## config.mk

```make
export PLATFORM = sky130hd
export DESIGN_NAME = knight_cmd_exec
export DESIGN_NICKNAME = d
export VERILOG_FILES = /design/src/rtl/knight_cmd_exec.sv
export SDC_FILE = /design/constraint.sdc
export NUM_CORES = 1
export LEC_CHECK = 0
export ABC_AREA = 0
export CORE_UTILIZATION = 50
export CTS_CLUSTER_SIZE = 10
export DETAILED_ROUTE_END_ITERATION = 8
export PLACE_DENSITY = 0.9
export SETUP_SLACK_MARGIN = 0.02
export SLEW_MARGIN = 25
export SYNTH_ARGS = -nofsm -noshare
export SYNTH_HDL_FRONTEND = slang
export SYNTH_SLANG_ARGS = --single-unit
```

## constraint.sdc

```tcl
create_clock -name clk -period 3.65 [get_ports clk]
set_input_delay 0.9125 -clock clk [delete_from_list [all_inputs] [get_ports clk]]
set_output_delay 0.9125 -clock clk [all_outputs]
set_load 0.02 [all_outputs]
```

## src/rtl/knight_cmd_exec.sv

```systemverilog
// Knight command responder: decodes UART commands and runs calibration or a move.
// A move aligns the heading, ramps forward speed up, counts line crossings, then ramps down.
module knight_cmd_exec #(
    parameter logic [9:0]  FRWRD_INC = 10'h018,
    parameter logic [9:0]  MAX_FRWRD = 10'h2A0,
    parameter logic [11:0] HDNG_TOL  = 12'h02C
) (
    input  logic        clk,
    input  logic        rst_n,
    input  logic [15:0] cmd,
    input  logic        cmd_rdy,
    output logic        clr_cmd_rdy,
    input  logic        cal_done,
    input  logic [11:0] heading,
    input  logic        heading_rdy,
    input  logic        cntrIR,
    output logic        strt_cal,
    output logic        moving,
    output logic [11:0] dsrd_hdng,
    output logic [9:0]  frwrd,
    output logic        fanfare,
    output logic        send_resp
);

    localparam logic [9:0] FRWRD_DEC = FRWRD_INC << 1;

    typedef enum logic [2:0] {IDLE, CAL, HDNG, RAMPUP, RAMPDN} state_t;

    state_t      state, nxt_state;
    logic [3:0]  squares, nxt_squares;
    logic        fan_en, nxt_fan_en;
    logic [4:0]  sq_cnt, nxt_sq_cnt;
    logic        cntr_ff;
    logic        cntr_rise;
    logic [9:0]  nxt_frwrd;
    logic [11:0] nxt_dsrd;
    logic        nxt_moving, nxt_clr, nxt_strt, nxt_resp, nxt_fan;

    function automatic logic [9:0] sat_inc(input logic [9:0] f);
        logic [10:0] sum;
        sum = {1'b0, f} + {1'b0, FRWRD_INC};
        return (sum > {1'b0, MAX_FRWRD}) ? MAX_FRWRD : sum[9:0];
    endfunction

    // 0x800 has no positive twin in 12 bits, so it is rejected outright.
    function automatic logic in_tol(input logic [11:0] want, input logic [11:0] cur);
        logic [11:0]        diff;
        logic signed [11:0] err;
        logic [11:0]        mag;
        diff = want - cur;
        err  = signed'(diff);
        mag  = err[11] ? unsigned'(-err) : diff;
        return (diff != 12'h800) && (mag < HDNG_TOL);
    endfunction

    assign cntr_rise = cntrIR & ~cntr_ff;

    always_ff @(posedge clk or negedge rst_n) begin
        if (!rst_n) state <= IDLE;
        else        state <= nxt_state;
    end

    always_comb begin
        nxt_state   = state;
        nxt_squares = squares;
        nxt_fan_en  = fan_en;
        nxt_sq_cnt  = sq_cnt;
        nxt_frwrd   = frwrd;
        nxt_dsrd    = dsrd_hdng;
        nxt_moving  = moving;
        nxt_clr     = 1'b0;
        nxt_strt    = 1'b0;
        nxt_resp    = 1'b0;
        nxt_fan     = 1'b0;

        if ((state == RAMPUP || state == RAMPDN) && cntr_rise)
            nxt_sq_cnt = sq_cnt + 5'd1;

        case (state)
            IDLE: begin
                // cmd_rdy drops one clock after clr_cmd_rdy; skip that clock to avoid a double accept.
                if (cmd_rdy && !clr_cmd_rdy) begin
                    nxt_clr = 1'b1;
                    if (cmd[15:12] == 4'b0000) begin
                        nxt_strt  = 1'b1;
                        nxt_state = CAL;
                    end else if (cmd[15:13] == 3'b001) begin
                        nxt_state   = HDNG;
                        nxt_moving  = 1'b1;
                        nxt_frwrd   = 10'h000;
                        nxt_sq_cnt  = 5'd0;
                        nxt_squares = cmd[3:0];
                        nxt_fan_en  = cmd[12];
                        nxt_dsrd    = (cmd[11:4] != 8'h00) ? {cmd[11:4], 4'hF} : 12'h000;
                    end
                end
            end
            CAL: begin
                if (cal_done) begin
                    nxt_resp  = 1'b1;
                    nxt_state = IDLE;
                end
            end
            HDNG: begin
                if (heading_rdy && in_tol(dsrd_hdng, heading)) begin
                    if (squares == 4'd0) begin
                        nxt_resp   = 1'b1;
                        nxt_fan    = fan_en;
                        nxt_moving = 1'b0;
                        nxt_state  = IDLE;
                    end else begin
                        nxt_state = RAMPUP;
                    end
                end
            end
            RAMPUP: begin
                if (heading_rdy)
                    nxt_frwrd = sat_inc(frwrd);
                if (sq_cnt == {squares, 1'b0})
                    nxt_state = RAMPDN;
            end
            RAMPDN: begin
                if (heading_rdy) begin
                    if (frwrd <= FRWRD_DEC) begin
                        nxt_frwrd  = 10'h000;
                        nxt_moving = 1'b0;
                        nxt_resp   = 1'b1;
                        nxt_fan    = fan_en;
                        nxt_state  = IDLE;
                    end else begin
                        nxt_frwrd = frwrd - FRWRD_DEC;
                    end
                end
            end
            default: nxt_state = IDLE;
        endcase
    end

    always_ff @(posedge clk or negedge rst_n) begin
        if (!rst_n) begin
            squares     <= 4'd0;
            fan_en      <= 1'b0;
            sq_cnt      <= 5'd0;
            cntr_ff     <= 1'b0;
            frwrd       <= 10'h000;
            dsrd_hdng   <= 12'h000;
            moving      <= 1'b0;
            clr_cmd_rdy <= 1'b0;
            strt_cal    <= 1'b0;
            send_resp   <= 1'b0;
            fanfare     <= 1'b0;
        end else begin
            squares     <= nxt_squares;
            fan_en      <= nxt_fan_en;
            sq_cnt      <= nxt_sq_cnt;
            cntr_ff     <= cntrIR;
            frwrd       <= nxt_frwrd;
            dsrd_hdng   <= nxt_dsrd;
            moving      <= nxt_moving;
            clr_cmd_rdy <= nxt_clr;
            strt_cal    <= nxt_strt;
            send_resp   <= nxt_resp;
            fanfare     <= nxt_fan;
        end
    end

endmodule

```

Word-level counts from Yosys, hierarchy flattened --
Index checks and enable logic that the tools add are counted.
Cells by class: muxes and demuxes 49, bitwise logic cells 3, $add $sub $neg 5, order comparisons 3, eq/ne operators 18, reductions and logical operators 16
Operators by type and width (count):
- $mux 10 | 7
- $pmux 10 s3 | 1
- $mux 5 | 5
- $mux 12 | 2
- $mux 3 | 8
- $mux 1 | 21
- $ne 2x2->1 const B | 8
- $pmux 3 s5 | 1
- $lt 12x6->1 const B | 1
- $ne 12x12->1 const B | 1
- $neg 12->12 | 1
- $sub 12x12->12 | 1
- $add 10x5->11 const B | 1
- $gt 11x10->1 const B | 1
- $le 10x6->1 const B | 1
- $sub 10x6->10 const B | 1
- $logic_not 4->1 | 2
- $reduce_and 8->1 | 1
- $reduce_bool 8->1 | 1
- $reduce_and 7->1 | 1
- $eq 3x1->1 const B | 2
- $eq 3x2->1 const B | 2
- $pmux 1 s3 | 2
- $reduce_and 6->1 | 1
- other kinds (15) | 21
Word-level totals: output and inout port bits 27, word-level logic and storage cells 106, register bits after elaboration 41

Logic depth before layout (Yosys ltp) --
Gate-level depths: netlist (run 1).
depth after elaboration 8, depth in mapped cells 11

Worst setup path after synthesis (run 1) --
No wires, ideal clock.
path type in2reg, from input port heading[0], to register state[0], arrival time 3.003 ns, data required time 3.563 ns, stages 10, slack 0.561 ns, setup time 0.087 ns, cells stage by stage ha_1 -> fa_1 -> nor2b_1 -> o2111ai_2 -> nand3b_1 -> a21oi_1 -> or2_0 -> o41ai_2 -> nand3_2 -> a211oi_2
On the way: longest elaborated chain between the ends 8, elaborated cells between the ends (all ways) 9, those cells by class 2 x add/sub; 1 x order compare; 2 x eq/ne; 1 x mux; 3 x reduce/logical
RTL lines:
- from (decl) | line 14 | input logic [11:0] heading,
- $sub 12x12->12 * | line 50 | diff = want - cur;
- $neg 12->12 | line 52 | mag = err[11] ? unsigned'(-err) : diff;
- $mux 12 | line 52
- $lt 12x6->1 | line 53 | return (diff != 12'h800) && (mag < HDNG_TOL);
- $logic_and 1x1->1 * | line 53
- $logic_and 1x1->1 * | line 105 | if (heading_rdy && in_tol(dsrd_hdng, heading)) begin
- $ne 2x2->1 (no source line) *
- $reduce_and 7->1 (no source line) *
- to (signal assigned) | line 60 | else state <= nxt_state;
- to (decl) | line 29 | state_t state, nxt_state;
Every way passes the cells marked *; elsewhere a longest branch is shown, timed or not. A chain may end at the register's enable or synchronous reset.

Final worst setup path (run 1) --
from input port heading[0], to register fanfare
On the way: longest elaborated chain between the ends 8, elaborated cells between the ends (all ways) 9, those cells by class 2 x add/sub; 1 x order compare; 1 x eq/ne; 3 x mux; 2 x reduce/logical
RTL lines:
- $sub 12x12->12 * | line 50
- $neg 12->12 | line 52
- $mux 12 | line 52
- $lt 12x6->1 | line 53
- $logic_and 1x1->1 * | line 53
- $logic_and 1x1->1 * | line 105
- $mux 1 * | line 105
- $pmux 1 s2 * | line 79 | case (state)
- named net nxt_fan | line 37 | logic nxt_moving, nxt_clr, nxt_strt, nxt_resp, nxt_fan;
- to (signal assigned) | line 163 | fanfare <= nxt_fan;
- to (decl) | line 21 | output logic fanfare,
The timed path passes the listed nets; every way through them passes the cells marked *.

==> out/qor.csv, run 1 <==
metric,value,unit
grt total ovfl,0,
share of power burned in registers,0.247,
Syn. warnings,0,
Synth Area in XOR/XNOR,0.0525,
Area Overhead vs Synth,27.9,%
fin area,3630,um^2
Site Rows,27,
mux contribution to synthesized area,0.0623,
CTS Hold Bufs,0,
Crit Path Max Fanout,4,
WP data required,3850,ps
max_cap viols,0,
layout cells sized above 1,0.119,
Setup WS post-layout,186,ps
initial antenna violation count,0,
die span in x,77.3,um
routability cong.,0.914,
Nets,446,
Sw Ratio,0.460,
input/output buffers,57,
Detailed Route WL,6.98,mm
Synth Area in Compound Gates,0.215,
Placeable Area,5470,um^2
logic gate share of total power,0.625,
Power Density,793,nW/um^2
simple-gate area share of the yosys netlist,0.217,
# setup viols final,0,
post-route minimum period,3460,ps
Routed Antenna Nets,0,
largest family of logic cells by synthesized area,simple AND/OR/NAND/NOR gates,
Antenna Cells,0,
Unique masters post-synth,62,
htree depth,2,
cts repair resizes,0,
"EDFF count, synth",0,
all-layer global routing usage,0.248,
adder-cell share of the synthesized area,0.0777,
Starting Density,0.518,
Mapped Avg Cell Area,8.51,um^2
"slowest stage cell, crit path",fa_1,
average wire per standard cell,14.9,um
crit-path max cell delay,410,ps
Clock Skews,11.4,ps
drt via density,5.89,
Main synth FF type,dfrtp_1,
CP Launch Type,primary input,
worst skew pair latency,310,ps
share of flip-flops with an asynchronous set or reset,1.00,
largest net degree at the start of global routing,36,
WP data arrival,3670,ps
Clock Path Buffers,2,
status,completed,
peak supply drop,0.000630,V
Post-Route Utilization,0.663,
fmax,289,MHz
final period utilization,0.949,
Detailed Place HPWL,5.34,mm
Pleak,0.00159,uW
Hold Crit Class,reg2reg,
"most common cell after layout, fill and taps aside",clkdlybuf4s50_1,
clock power share,0.128,
Post-DP Area,3510,um^2
vias,2757,
clock root cell,clkbuf_8,
DRC violations left,0,
Syn Inst Count,333,
crit path kind,in2reg,
Synth Register Bits,35,
Slew HR,0.444,
crit path capture type,register,
pre-CTS WS,-84.9,ps
"Cell Chain, Critical Path","clkdlybuf4s50_1, ha_1, fa_1, nor2b_1, o2111ai_2, a22o_2, a21oi_1, nor4_1, o41ai_2, buf_4, nand4_1, o21ai_0",
Worst-Margin Slew,826,ps
clk slew on worst S/H paths,80,ps
Slew Limit Fails,0,
drt pass-1 iters,5,
total CTS buffers,5,
CTS tree,yes,
Vert. Die Dim,77.3,um
first-pass GRT wire length,11.9,mm
num ports,61,
Int Pwr,1550,uW
sequential fraction of the synthesis area,0.309,
Die ar.,5970,um^2
"commonest non-fill, non-tap cells in the layout","57 x clkdlybuf4s50_1, 35 x dfrtp_1, 27 x nor2_1",
Final Hold Violating Endpoints,0,
setup bufs post-CTS,0,
via count of the first global-routing pass,2560,
Iter 0 DRT Violations,286,
NetSw,1320,uW
Netlist Area Pre-Place,2830,um^2
clk sinks,35,
RSZ-0062 raised after global routing,no,
## flip-flops by register name, summed over array words and instances (netlist names), 3 cells and up
signal     flops
dsrd_hdng      9
frwrd          7
sq_cnt         5
squares        4
state          3
## area by class of cell
class,count,area (um^2)
timing repair buffer,72,683
fill,430,1850
inverter,22,82.6
sequential,35,876
multi-input combinational,259,1780
tap,72,90.1
clock buffer,5,68.8
clock inverter,3,43.8
## cell usage after synthesis (2+ instances only)
cell,number,area share
mux2i_1,3,0.011
xnor2_1,9,0.028
a22oi_1,2,0.0053
a32oi_1,3,0.0093
and3_1,7,0.015
buf_1,3,0.0040
nand2b_1,8,0.018
xor2_1,8,0.025
a21o_1,6,0.016
o21ai_0,12,0.021
a31oi_1,3,0.0066
a211oi_1,3,0.0079
buf_4,6,0.016
a21oi_1,23,0.041
clkbuf_1,9,0.012
ha_1,16,0.071
mux2_2,13,0.052
o211ai_1,6,0.016
nor3_1,6,0.011
nor4_1,5,0.011
inv_1,22,0.029
nand3_1,14,0.025
a211o_1,3,0.0093
nand3b_1,3,0.0079
and3b_1,2,0.0062
a221oi_1,2,0.0062
o2bb2ai_1,2,0.0062
dfrtp_1,35,0.31
o22ai_1,4,0.0088
or3_1,3,0.0066
o21a_1,2,0.0053
nand2_1,25,0.033
and2_1,2,0.0044
or2_2,2,0.0044
nand4_1,8,0.018
nor2_1,27,0.036
## power groups by stage
stage	Clock (uW)	Sequential (uW)	Combinational, uW
after CTS	371	704	1780
after floorplan	0	723	1190
after global routing	387	731	1970
after detailed placement	0	710	1770
after global placement	0	705	1700
final	367	710	1800
## kinds of logic after synthesis
| kind of cell | after synthesis |
|---|---|
| DFF | 35 |
| xor gates and xnor gates | 17 |
| and+or+nand+nor | 119 |
| buffers and inverters | 41 |
| other | 1 |
| AOI/OAI and AO/OA | 87 |
| muxes | 16 |
| adders and majority gates | 17 |
## critical path: cells and delay by family
kind            cells  cell delay [ps]
buf+inv             2              580
fa+ha+maj           2              640
simple gates        3              420
compound gates      5             1110
## stage by stage
step	instances	hold slack [ps]	setup TNS, ps	total power [uW]
4_1_cts	468	553	0	2850
5_1_grt	468	579	0	3090
3_3_place_gp	460	530	0	2410
6_report	468	547	0	2870
3_5_place_dp	460	533	-278	2480
2_1_floorplan	335	467	0	1920
## worst paths after layout
path                                      end          start  cells past startpoint  slack, ps
worst max-delay path                  fanfare     heading[0]                     12        190
worst min-delay path            dsrd_hdng[10]  dsrd_hdng[10]                      1        550
worst max register to register        fanfare   dsrd_hdng[3]                     12        480
worst min register to register  dsrd_hdng[10]  dsrd_hdng[10]                      1        550
max in group asynchronous         clr_cmd_rdy          rst_n                      2       2320
min in group asynchronous          squares[1]          rst_n                      2       1010
## per-layer routing
metal | track usage | part of all wire | routed length [um] | vias to the layer above
met2 | 0.400 | 0.48 | 3340 | 136
met5 | 0 | 0 | 0 | -
li1 | - | - | - | 1342
met3 | 0.0607 | 0.063 | 439 | 18
met1 | 0.324 | 0.44 | 3080 | 1261
met4 | 0.0774 | 0.017 | 119 | 0
No activity file was read; power rests on OpenSTA's default activity.
==> inputs of run 2 (changes only) <==
--- a/config.mk
+++ b/config.mk
@@ -9,6 +9,7 @@
 export CORE_UTILIZATION = 50
 export CTS_CLUSTER_SIZE = 10
 export DETAILED_ROUTE_END_ITERATION = 8
+export GPL_TIMING_DRIVEN = 0
 export PLACE_DENSITY = 0.9
 export SETUP_SLACK_MARGIN = 0.02
 export SLEW_MARGIN = 25
==> run 2 against run 1 <==
  * Highest routed layer unchanged
  * Largest power group unchanged
  * Worst hold slack worse by 48 ps
  * Largest cell class unchanged
  * Register-to-register slack lost 20 ps
  * Global-route usage is 1.8 points lower
==> out/qor.csv, run 2 (synthesis gave the netlist of run 1 again) <==
metric,value,unit,change
status,completed,,unchanged
peak supply drop,0.000529,V,was 0.000630 V
total CTS buffers,5,,unchanged
die span in x,77.3,um,unchanged
# fillers,438,,was 430
clk sinks,35,,unchanged
"Buf+Inv Stages, Crit Path",2,,unchanged
Detailed Route WL,6.72,mm,was 6.98 mm
Clock Skews,9.37,ps,was 11.4 ps
Pleak,0.00158,uW,was 0.00159 uW
clk slew on worst S/H paths,70,ps,was 80 ps
final period utilization,0.968,,was 0.949
Antenna Cells,0,,unchanged
Site Rows,27,,unchanged
RSZ-0062 raised after global routing,no,,unchanged
via count of the first global-routing pass,2476,,was 2560
htree depth,2,,unchanged
vias,2731,,was 2757
drt pass-1 iters,4,,was 5
Worst-Margin Slew,946,ps,was 826 ps
Hold Crit Class,in2async,,was reg2reg
layout cells sized above 1,0.114,,was 0.119
logic gate share of total power,0.649,,was 0.625
Die ar.,5970,um^2,unchanged
"commonest non-fill, non-tap cells in the layout","55 x clkdlybuf4s50_1, 35 x dfrtp_1, 27 x nor2_1",,"was 57 x clkdlybuf4s50_1, 35 x dfrtp_1, 27 x nor2_1"
Int Pwr,1550,uW,about the same
"most common cell after layout, fill and taps aside",clkdlybuf4s50_1,,unchanged
Area Overhead vs Synth,28.9,%,was 27.9%
Biggest register,dsrd_hdng,,unchanged
Slew HR,0.364,,was 0.444
fmax,283,MHz,was 289 MHz
Placeable Area,5470,um^2,unchanged
Clock Path Buffers,2,,unchanged
Power Density,781,nW/um^2,was 793 nW/um^2
Detailed Place HPWL,5.18,mm,was 5.34 mm
Nets,453,,was 446
Iter 0 DRT Violations,266,,was 286
# setup viols final,0,,unchanged
Slew Limit Fails,0,,unchanged
WP data arrival,3720,ps,was 3670 ps
Largest register FFs,9,,unchanged
WHS,499,ps,was 547 ps
Setup WS post-layout,117,ps,was 186 ps
grt total ovfl,0,,unchanged
Crit Path Max Fanout,4,,unchanged
worst skew pair latency,290,ps,was 310 ps
num ports,61,,unchanged
share of power burned in registers,0.233,,was 0.247
initial antenna violation count,0,,unchanged
Routed Antenna Nets,0,,unchanged
pre-CTS WS,-247,ps,was -84.9 ps
clock power share,0.118,,was 0.128
largest net degree at the start of global routing,26,,was 36
Post-Route Utilization,0.668,,was 0.663
"delay-heaviest family, CP",compound AO/OA/AOI/OAI gates,,unchanged
Sw Ratio,0.458,,was 0.460
max_cap viols,0,,unchanged
R2R Setup Slk,460,ps,was 480 ps
crit path kind,in2reg,,unchanged
average wire per standard cell,14.2,um,was 14.9 um
Final Hold Violating Endpoints,0,,unchanged
input/output buffers,56,,was 57
first-pass GRT wire length,11.2,mm,was 11.9 mm
routability cong.,0.893,,was 0.914
CP Launch Type,primary input,,unchanged
"slowest stage cell, crit path",fa_1,,unchanged
FF-to-FF path depth,12,,unchanged
Top Registers,"dsrd_hdng: 9 flops, frwrd: 7 flops, sq_cnt: 5 flops",,unchanged
FF-to-FF End,state[0],,was fanfare
NetSw,1310,uW,was 1320 uW
Vert. Die Dim,77.3,um,unchanged
crit path capture type,register,,unchanged
Worst R2R Start,dsrd_hdng[3],,unchanged
"Cell Chain, Critical Path","clkdlybuf4s50_1, ha_1, fa_1, nor2b_2, o2111ai_2, a22o_2, a21oi_2, nor4_1, o41ai_2, buf_4, nand3_2, a211oi_2",,"was clkdlybuf4s50_1, ha_1, fa_1, nor2b_1, o2111ai_2, a22o_2, a21oi_1, nor4_1, o41ai_2, buf_4, nand4_1, o21ai_0"
Starting Density,0.518,,unchanged
drt via density,5.76,,was 5.89
post-route minimum period,3530,ps,was 3460 ps
crit-path max cell delay,420,ps,was 410 ps
all-layer global routing usage,0.230,,was 0.248
DRC violations left,0,,unchanged
CTS tree,yes,,unchanged
WP data required,3840,ps,was 3850 ps
clock root cell,clkbuf_8,,unchanged
==> run 2: how the worst max path moves through the flow <==
stage | start | to | slack (ps) | cells past startpoint
final | heading[0] | state[0] | 120 | 12
after detailed placement | heading[8] | state[0] | -250 | 11
after CTS | heading[8] | state[0] | 30 | 11
after global placement | heading[8] | state[1] | -190 | 11
after floorplan | heading[0] | state[0] | 560 | 10
after global routing | heading[8] | state[0] | 30 | 11
==> run 2: final cells by class <==
class,count,area [um^2],share of cell area
multi-input combinational,259,1790,0.490
sequential,35,876,0.240
timing repair buffer,60,606,0.166
buffer,19,101,0.0277
tap,72,90.1,0.0247
inverter,22,82.6,0.0226
clock buffer,5,68.8,0.0188
clock inverter,2,37.5,0.0103
==> run 2: through the flow <==
stage / total power (uW) / cells / instance area, um^2 / TNS (ps)
5_1_grt: 3060 / 474 / 3650 / 0
3_5_place_dp: 2420 / 464 / 3510 / -1090
2_1_floorplan: 1920 / 335 / 2840 / 0
4_1_cts: 2770 / 471 / 3620 / 0
6_report: 2850 / 474 / 3650 / 0
3_3_place_gp: 2360 / 463 / 3490 / -880
==> run 2: routing by layer <==
layer  up-vias  wire length, um  track usage
li1       1347                -            -
met1      1279             3080        0.311
met3        11              371       0.0464
met2        94             3190        0.377
met4         0               75       0.0491
met5         -                0            0
==> run 2: power by group through the flow <==
stage	Clock, uW	Sequential (uW)	Combinational (uW)
finish	338	664	1850
global route	359	681	2020
global placement	0	663	1690
detailed placement	0	665	1750
floorplan	0	723	1190
CTS	343	659	1760
==> run 2: what timing repair did <==
action | in CTS | in global routing
hold buffers | 0 | 0
setup buffers | 0 | 3
gates resized for setup | 0 | 4
endpoints found under the setup margin | 0 | 5
==> run 2: worst register-to-register path, stage by stage, from the launching register on <==
cell	delay (ps)
dfrtp_1	550
inv_1	140
ha_1	230
fa_1	420
nor2b_2	180
o2111ai_2	170
a22o_2	270
a21oi_2	190
nor4_1	90
o41ai_2	340
buf_4	180
nand3_2	90
a211oi_2	240
